**src/rtl/slave_read_interface_pkg.sv**
```systemverilog
// Shared types and constants for the per-slave DDR read port.
// Widths and defaults are common with the write-side interface.
package slave_read_interface_pkg;
   localparam int BANK_W  = 2;
   localparam int PARAM_W = 1;
   localparam int SLAVE_W = 4;
   localparam int OFFS_W  = 18;
   localparam int ADDR_W  = BANK_W + PARAM_W + SLAVE_W + OFFS_W;
   localparam int LEN_W   = 10;
   localparam int FILL_W  = 11;

   localparam logic [LEN_W-1:0]  DEF_BURST_LEN  = 10'd256;
   localparam logic [OFFS_W-1:0] DEF_MAXADDR    = 18'd245_760;
   localparam logic [FILL_W-1:0] DEF_FIFO_DEPTH = 11'd1024;

   typedef enum logic [2:0] {IDLE, WAIT_SPACE, REQ, BUSY, DONE} rd_state_t;

   typedef struct packed {
      logic [BANK_W-1:0]  bank;
      logic [PARAM_W-1:0] param;
      logic [SLAVE_W-1:0] slave;
      logic [OFFS_W-1:0]  offset;
   } rd_addr_t;
endpackage

```
**src/rtl/slave_read_interface_if.sv**
```systemverilog
// Consumer / arbiter / bank-manager signals of one DDR read slave.
interface slave_read_interface_if;
   import slave_read_interface_pkg::*;

   logic              frame_start;
   logic [LEN_W-1:0]  fifo_len;
   logic              fifo_full_flag;
   logic              slave_req;
   logic              arbitrate_valid;
   logic              slave_rd_load;
   logic [BANK_W-1:0] slave_rdbank;
   logic [ADDR_W-1:0] slave_raddr;
   logic [LEN_W-1:0]  slave_rburst_len;
   logic              slave_frame_finished;
   logic              frame_abort_error;

   modport slave (
      input  frame_start, fifo_len, fifo_full_flag, arbitrate_valid, slave_rd_load, slave_rdbank,
      output slave_req, slave_raddr, slave_rburst_len, slave_frame_finished, frame_abort_error
   );

   modport master (
      output frame_start, fifo_len, fifo_full_flag, arbitrate_valid, slave_rd_load, slave_rdbank,
      input  slave_req, slave_raddr, slave_rburst_len, slave_frame_finished, frame_abort_error
   );
endinterface

```
**src/rtl/slave_burst_addr_gen.sv**
```systemverilog
// Burst offset counter, frame-complete compare and DDR address assembly.
// The frame bank is captured only on bank_load so it stays fixed for a frame.
module slave_burst_addr_gen
   import slave_read_interface_pkg::*;
#(
   parameter logic [SLAVE_W-1:0] SLAVE_NUMBER = 4'b0000,
   parameter logic               PARAM_BIT    = 1'b0,
   parameter logic [OFFS_W-1:0]  MAXADDR      = DEF_MAXADDR,
   parameter logic [LEN_W-1:0]   BURST_LEN    = DEF_BURST_LEN
) (
   input  logic              clk,
   input  logic              rst,
   input  logic              rd_load,
   input  logic [BANK_W-1:0] rdbank,
   input  logic              bank_load,
   input  logic              clr,
   input  logic              inc,
   output logic              last,
   output logic              offset_nz,
   output logic [OFFS_W-1:0] raddr_reg,
   output logic [ADDR_W-1:0] addr
);
   localparam logic [OFFS_W-1:0] STEP = OFFS_W'(BURST_LEN);

   logic [BANK_W-1:0] r_rdbank;
   logic [BANK_W-1:0] frame_bank;
   rd_addr_t          fields;

   always_ff @(posedge clk) begin
      if (rst) begin
         r_rdbank   <= '0;
         frame_bank <= '0;
         raddr_reg  <= '0;
      end else begin
         if (rd_load)
            r_rdbank <= rdbank;
         if (bank_load)
            frame_bank <= r_rdbank;
         if (clr)
            raddr_reg <= '0;
         else if (inc)
            raddr_reg <= raddr_reg + STEP;
      end
   end

   assign last      = (raddr_reg + STEP) == MAXADDR;
   assign offset_nz = |raddr_reg;

   assign fields = '{bank: frame_bank, param: PARAM_BIT, slave: SLAVE_NUMBER, offset: raddr_reg};
   assign addr   = fields;
endmodule

```
**src/rtl/slave_read_interface.sv**
```systemverilog
// Per-slave DDR read port: requests 256-word bursts whenever the TX read FIFO
// has room, walks the frame offset and reports completion / framing errors.
module slave_read_interface
   import slave_read_interface_pkg::*;
#(
   parameter logic [SLAVE_W-1:0] SLAVE_NUMBER = 4'b0000,
   parameter logic               PARAM_BIT    = 1'b0,
   parameter logic [OFFS_W-1:0]  MAXADDR      = DEF_MAXADDR,
   parameter logic [LEN_W-1:0]   BURST_LEN    = DEF_BURST_LEN,
   parameter logic [FILL_W-1:0]  FIFO_DEPTH   = DEF_FIFO_DEPTH
) (
   input logic                   ddr_clk,
   input logic                   sys_rst,
   slave_read_interface_if.slave bus
);
   localparam logic [OFFS_W-1:0] STEP = OFFS_W'(BURST_LEN);

   rd_state_t         state;
   logic              pending;
   logic              valid_d;
   logic              burst_done;
   logic              restart;
   logic              space_ok;
   logic [FILL_W-1:0] room;
   logic              last;
   logic              offset_nz;
   logic              clr;
   logic              inc;
   logic              bank_load;
   logic [OFFS_W-1:0] raddr_reg;

   assign burst_done = valid_d & ~bus.arbitrate_valid;
   assign restart    = burst_done & (pending | bus.frame_start);
   assign room       = FIFO_DEPTH - {1'b0, bus.fifo_len};
   assign space_ok   = ~bus.fifo_full_flag & (room >= {1'b0, BURST_LEN});

   // A running burst is never cut short; a new frame takes effect at its end.
   always_comb begin
      clr       = 1'b0;
      inc       = 1'b0;
      bank_load = 1'b0;
      case (state)
         BUSY: begin
            if (burst_done) begin
               bank_load = restart;
               clr       = restart | last;
               inc       = ~restart & ~last;
            end
         end
         default: begin
            clr       = bus.frame_start;
            bank_load = bus.frame_start;
         end
      endcase
   end

   slave_burst_addr_gen #(
      .SLAVE_NUMBER (SLAVE_NUMBER),
      .PARAM_BIT    (PARAM_BIT),
      .MAXADDR      (MAXADDR),
      .BURST_LEN    (BURST_LEN)
   ) u_addr_gen (
      .clk       (ddr_clk),
      .rst       (sys_rst),
      .rd_load   (bus.slave_rd_load),
      .rdbank    (bus.slave_rdbank),
      .bank_load (bank_load),
      .clr       (clr),
      .inc       (inc),
      .last      (last),
      .offset_nz (offset_nz),
      .raddr_reg (raddr_reg),
      .addr      (bus.slave_raddr)
   );

   always_ff @(posedge ddr_clk) begin
      if (sys_rst) begin
         state                    <= IDLE;
         pending                  <= 1'b0;
         valid_d                  <= 1'b0;
         bus.slave_req            <= 1'b0;
         bus.slave_rburst_len     <= '0;
         bus.slave_frame_finished <= 1'b0;
         bus.frame_abort_error    <= 1'b0;
      end else begin
         bus.slave_rburst_len  <= BURST_LEN;
         valid_d               <= bus.arbitrate_valid;
         bus.frame_abort_error <= 1'b0;
         case (state)
            IDLE, DONE: begin
               if (bus.frame_start) begin
                  bus.slave_frame_finished <= 1'b0;
                  state                    <= WAIT_SPACE;
               end
            end
            WAIT_SPACE: begin
               if (bus.frame_start)
                  bus.frame_abort_error <= offset_nz;
               if (space_ok) begin
                  bus.slave_req <= 1'b1;
                  state         <= REQ;
               end
            end
            REQ: begin
               if (bus.frame_start)
                  bus.frame_abort_error <= offset_nz;
               if (bus.arbitrate_valid) begin
                  bus.slave_req <= 1'b0;
                  state         <= BUSY;
               end
            end
            BUSY: begin
               if (bus.frame_start)
                  bus.frame_abort_error <= 1'b1;
               if (burst_done) begin
                  pending <= 1'b0;
                  if (!restart && last) begin
                     bus.slave_frame_finished <= 1'b1;
                     state                    <= DONE;
                  end else begin
                     state <= WAIT_SPACE;
                  end
               end else if (bus.frame_start) begin
                  pending <= 1'b1;
               end
            end
            default: state <= IDLE;
         endcase
      end
   end

   a_offs_bound: assert property (@(posedge ddr_clk) disable iff (sys_rst)
      (state == BUSY) |-> (raddr_reg <= MAXADDR - STEP));
endmodule

```
**src/flat_wrapper.sv**
```systemverilog
// flat-port wrapper written by rule: the top's interface ports become plain ports
module slave_read_interface_flat import slave_read_interface_pkg::*;
#(
   parameter logic [SLAVE_W-1:0] SLAVE_NUMBER = 4'b0000,
   parameter logic               PARAM_BIT    = 1'b0,
   parameter logic [OFFS_W-1:0]  MAXADDR      = DEF_MAXADDR,
   parameter logic [LEN_W-1:0]   BURST_LEN    = DEF_BURST_LEN,
   parameter logic [FILL_W-1:0]  FIFO_DEPTH   = DEF_FIFO_DEPTH
)
  (ddr_clk, sys_rst, bus_frame_start, bus_fifo_len, bus_fifo_full_flag, bus_arbitrate_valid, bus_slave_rd_load, bus_slave_rdbank, bus_slave_req, bus_slave_raddr, bus_slave_rburst_len, bus_slave_frame_finished, bus_frame_abort_error);
  slave_read_interface_if bus_i ();
  input logic ddr_clk;
  input logic sys_rst;
  input wire logic [$bits(bus_i.frame_start)-1:0] bus_frame_start;
  input wire logic [$bits(bus_i.fifo_len)-1:0] bus_fifo_len;
  input wire logic [$bits(bus_i.fifo_full_flag)-1:0] bus_fifo_full_flag;
  input wire logic [$bits(bus_i.arbitrate_valid)-1:0] bus_arbitrate_valid;
  input wire logic [$bits(bus_i.slave_rd_load)-1:0] bus_slave_rd_load;
  input wire logic [$bits(bus_i.slave_rdbank)-1:0] bus_slave_rdbank;
  output wire logic [$bits(bus_i.slave_req)-1:0] bus_slave_req;
  output wire logic [$bits(bus_i.slave_raddr)-1:0] bus_slave_raddr;
  output wire logic [$bits(bus_i.slave_rburst_len)-1:0] bus_slave_rburst_len;
  output wire logic [$bits(bus_i.slave_frame_finished)-1:0] bus_slave_frame_finished;
  output wire logic [$bits(bus_i.frame_abort_error)-1:0] bus_frame_abort_error;
  assign bus_i.frame_start = bus_frame_start;
  assign bus_i.fifo_len = bus_fifo_len;
  assign bus_i.fifo_full_flag = bus_fifo_full_flag;
  assign bus_i.arbitrate_valid = bus_arbitrate_valid;
  assign bus_i.slave_rd_load = bus_slave_rd_load;
  assign bus_i.slave_rdbank = bus_slave_rdbank;
  assign bus_slave_req = bus_i.slave_req;
  assign bus_slave_raddr = bus_i.slave_raddr;
  assign bus_slave_rburst_len = bus_i.slave_rburst_len;
  assign bus_slave_frame_finished = bus_i.slave_frame_finished;
  assign bus_frame_abort_error = bus_i.frame_abort_error;
  slave_read_interface #(.SLAVE_NUMBER(SLAVE_NUMBER), .PARAM_BIT(PARAM_BIT), .MAXADDR(MAXADDR), .BURST_LEN(BURST_LEN), .FIFO_DEPTH(FIFO_DEPTH)) u_core (.ddr_clk(ddr_clk), .sys_rst(sys_rst), .bus(bus_i));
endmodule
```
**config.mk**
```make
export PLATFORM = sky130hd
export DESIGN_NAME = slave_read_interface_flat
export DESIGN_NICKNAME = d
export VERILOG_FILES = /design/src/rtl/slave_read_interface_pkg.sv /design/src/rtl/slave_read_interface_if.sv /design/src/rtl/slave_burst_addr_gen.sv /design/src/rtl/slave_read_interface.sv /design/src/flat_wrapper.sv
export SDC_FILE = /design/constraint.sdc
export NUM_CORES = 1
export LEC_CHECK = 0
export CAP_MARGIN = 20
export CORE_ASPECT_RATIO = 1.2
export CORE_UTILIZATION = 47
export DETAILED_ROUTE_END_ITERATION = 10
export HOLD_SLACK_MARGIN = 0.15
export PLACE_DENSITY = 0.84
export SLEW_MARGIN = 10
export SYNTH_ARGS = -nofsm -noshare
export SYNTH_HDL_FRONTEND = slang
export SYNTH_SLANG_ARGS = --single-unit
```
**constraint.sdc**
```tcl
create_clock -name ddr_clk -period 5.77 [get_ports ddr_clk]
set_input_delay 0.8655 -clock ddr_clk [delete_from_list [all_inputs] [get_ports ddr_clk]]
set_output_delay 0.8655 -clock ddr_clk [all_outputs]
set_load 0.01 [all_outputs]
```
==> qor.txt <==
simple-gate share of the synthesized area = 24.78%
status = completed
Worst-path clk slew = 0.13 ns
post-DP HPWL = 2.106 mm
Worst path top cell family by delay = simple AND/OR/NAND/NOR gates
Final setup viols = 0
footprint of the multi-input gates = 813.3 um2
total congestion overflow = 0
Num CTS Buffers = 3
Routed Antenna Nets = 0
area grow syn2layout = 18.21%
Setup TNS Final = 0 ns
Final GP Congestion = 0.8198
Synth Area in XOR/XNOR = 2.452%
register area = 460.4 um2
hold-fix buffers at CTS = 0
clk_skew = 0.001899 ns
worst slew pin tran = 0.5697 ns
Placed Area = 0.001662 mm2
Final Cycle Share = 45.36%
commonest cells after routing, fill and taps aside = 33 x clkdlybuf4s50_1, 23 x dfxtp_1, 22 x conb_1
filler cell count = 276
register bit total from synthesis = 23
Post-synth ARST share = 0%
CP Data Required Time = 6.01 ns
Die Ht = 62.40 um
Post-Syn Area per Cell = 8.212 um2
max-slew violation count = 0
hold path startpoint = u_core.bus.slave_frame_finished
first-pass GRT wire length = 4.850 mm
worst hold path class = reg2reg
CTS resizes = 0
most common cell after layout, fill and taps aside = clkdlybuf4s50_1
leakage = 0.6227 nW
post-synthesis adder-cell area fraction = 3.327%
# port buffers = 33
biggest area consumer among synthesized cells = dfxtp_1
row count = 21
CTS tree = done
post-synth top area share = 32.22%
Final Hold Fails = 0
worst skew pair latency = 0.31 ns
DIE AREA = 0.003266 mm2
Slowest cell on crit path = clkdlybuf4s50_1
Root Driver = clkbuf_4
Longest Clk Path Bufs = 2
Mapped Area = 0.001429 mm2
largest net degree at the start of global routing = 14
CP Class = in2reg
Top FF cell, synth = dfxtp_1
wire length per cell = 11.78 um
critical path startpoint category = input port
n_diodes = 0
DRC = 0
Worst setup EP type = flop
worst path bufs/invs = 1
Critical Path, Cell by Cell = clkdlybuf4s50_1 > nor2b_1 > nand2_2 > nor3_2 > nand2_1 > or3_2 > a21oi_1
post-synthesis mux area share = 3.503%
Max-cap violations = 0
max frequency = 382.1 MHz
ranking of synthesized cells by area = dfxtp_1 32%, buf_4 12%, a21oi_1 4.9%, o21ai_0 4.6%, nand2_1 3.7%
fraction of layout cells with a size suffix above 1 = 6.897%
CTS Sinks = 23
core area = 0.002838 mm2
# nets final = 225
vias in the first global route = 1145
I/O pins = 56
finished layout cell area = 0.001689 mm2
DRT Wirelength = 2.793 mm
Initial DRC Count = 34
Mapped Cells = 174
Worst EP arrival = 2.86 ns
CP max stage delay = 0.45 ns
initial antenna violation count = 0
Compound-Gate Fraction of Synth Area = 17.08%
EDFF count, synth = 0
Critical Path Fanout Max = 9
GRT Util Overall = 18.81%
Relative slew margins = 61.62%
post-synth cell types = 44
Total Power = 281.2 uW
Worst Setup SP = bus_arbitrate_valid
htree depth = 1
fin crit period = 2.617 ns
first-pass iteration count of the detailed router = 4
RSZ-0062 raised after global routing = false
Die Span X = 52.34 um
VDD IR max = 0.0001484 V
main combinational cell family by area after synthesis = simple AND/OR/NAND/NOR gates
Yosys Warn Count = 0
Vias/cell = 5.329
sequential share of the synthesized area = 32.22%
Initial Utilization = 50.35%
Post-CTS Setup Bufs = 0
Vias = 1263
PD cells = 166.5 mW/mm2
max reg flops = 10
reg2reg start = u_core.u_addr_gen.raddr_reg[9]
## Yosys cell counts (2+ instances only)
cell type   n
buf_4      23
dfxtp_1    23
a21oi_1    14
nand2_1    14
o21ai_0    13
nor2_1     11
nand3_1     7
mux2i_1     5
inv_1       4
or3_1       4
buf_6       3
ha_1        3
nand3b_1    3
nor2b_1     3
nor3_1      3
nor4_1      3
a22oi_1     2
a311oi_1    2
and2_1      2
and3_1      2
clkbuf_1    2
nand2_2     2
nand4_1     2
or3_2       2
xnor2_1     2
xor2_1      2
## area by class of cell
cell class	count	share of cell area [%]
multi-input combinational	139	48.15
timing repair buffer	33	19.56
clock inverter	1	0.2963
clock buffer	3	1.333
inverter	4	0.8889
sequential	23	27.26
tap	34	2.519
## power by group
part / switching, mW / leakage (nW) / total, mW / internal, mW
Combinational: 0.0197 / 0.418 / 0.0386 / 0.0189
Sequential: 0.00480 / 0.187 / 0.168 / 0.163
Clock: 0.0489 / 0.0177 / 0.0748 / 0.0259
Total: 0.0735 / 0.623 / 0.281 / 0.208
## per-stage QoR
step                util [%]  instances  setup WS, ns  hold WS [ns]
finish                 59.52        237         3.153        0.4704
global route           59.52        237         2.962        0.5076
CTS                    59.52        237         3.158        0.4735
detailed placement     58.55        233         2.831        0.4497
global placement       58.55        233         2.895        0.4526
floorplan                  -        195         3.506        0.4596
## per-layer routing
| layer | track usage, % | part of all wire [%] | routed length (um) | up-vias |
|---|---|---|---|---|
| li1 | - | - | - | 630 |
| met1 | 24.02 | 43 | 1214 | 588 |
| met2 | 31.01 | 51 | 1430 | 43 |
| met3 | 3.650 | 4.8 | 134 | 2 |
| met4 | 5.921 | 0.43 | 12 | 0 |
| met5 | 0 | 0 | 0 | - |
## kinds of logic (layout without fill, tap and decap cells)
kind of cell,count (synthesis),count (layout)
adders and majority gates,4,4
muxes,5,5
AOI/OAI and AO/OA,40,40
DFF,23,23
buffers and inverters,33,41
xor gates and xnor gates,4,4
and+or+nand+nor,64,64
other,1,22
## worst paths after layout
check,endpoint,depth (start not counted),slack [ns]
worst max-delay path,u_core.u_addr_gen.raddr_reg[11],7,3.15
worst min-delay path,u_core.bus.slave_frame_finished,2,0.47
worst max register to register,u_core.u_addr_gen.raddr_reg[16],6,3.61
worst min register to register,u_core.bus.slave_frame_finished,2,0.47
## worst min-delay path, delay by kind of cell, from the launching register on
kind,cells,cell delay [ns]
DFF,1,0.33
AOI/OAI and AO/OA,1,0.05
and+or+nand+nor,1,0.05
Power figures use the tool's default switching activity.
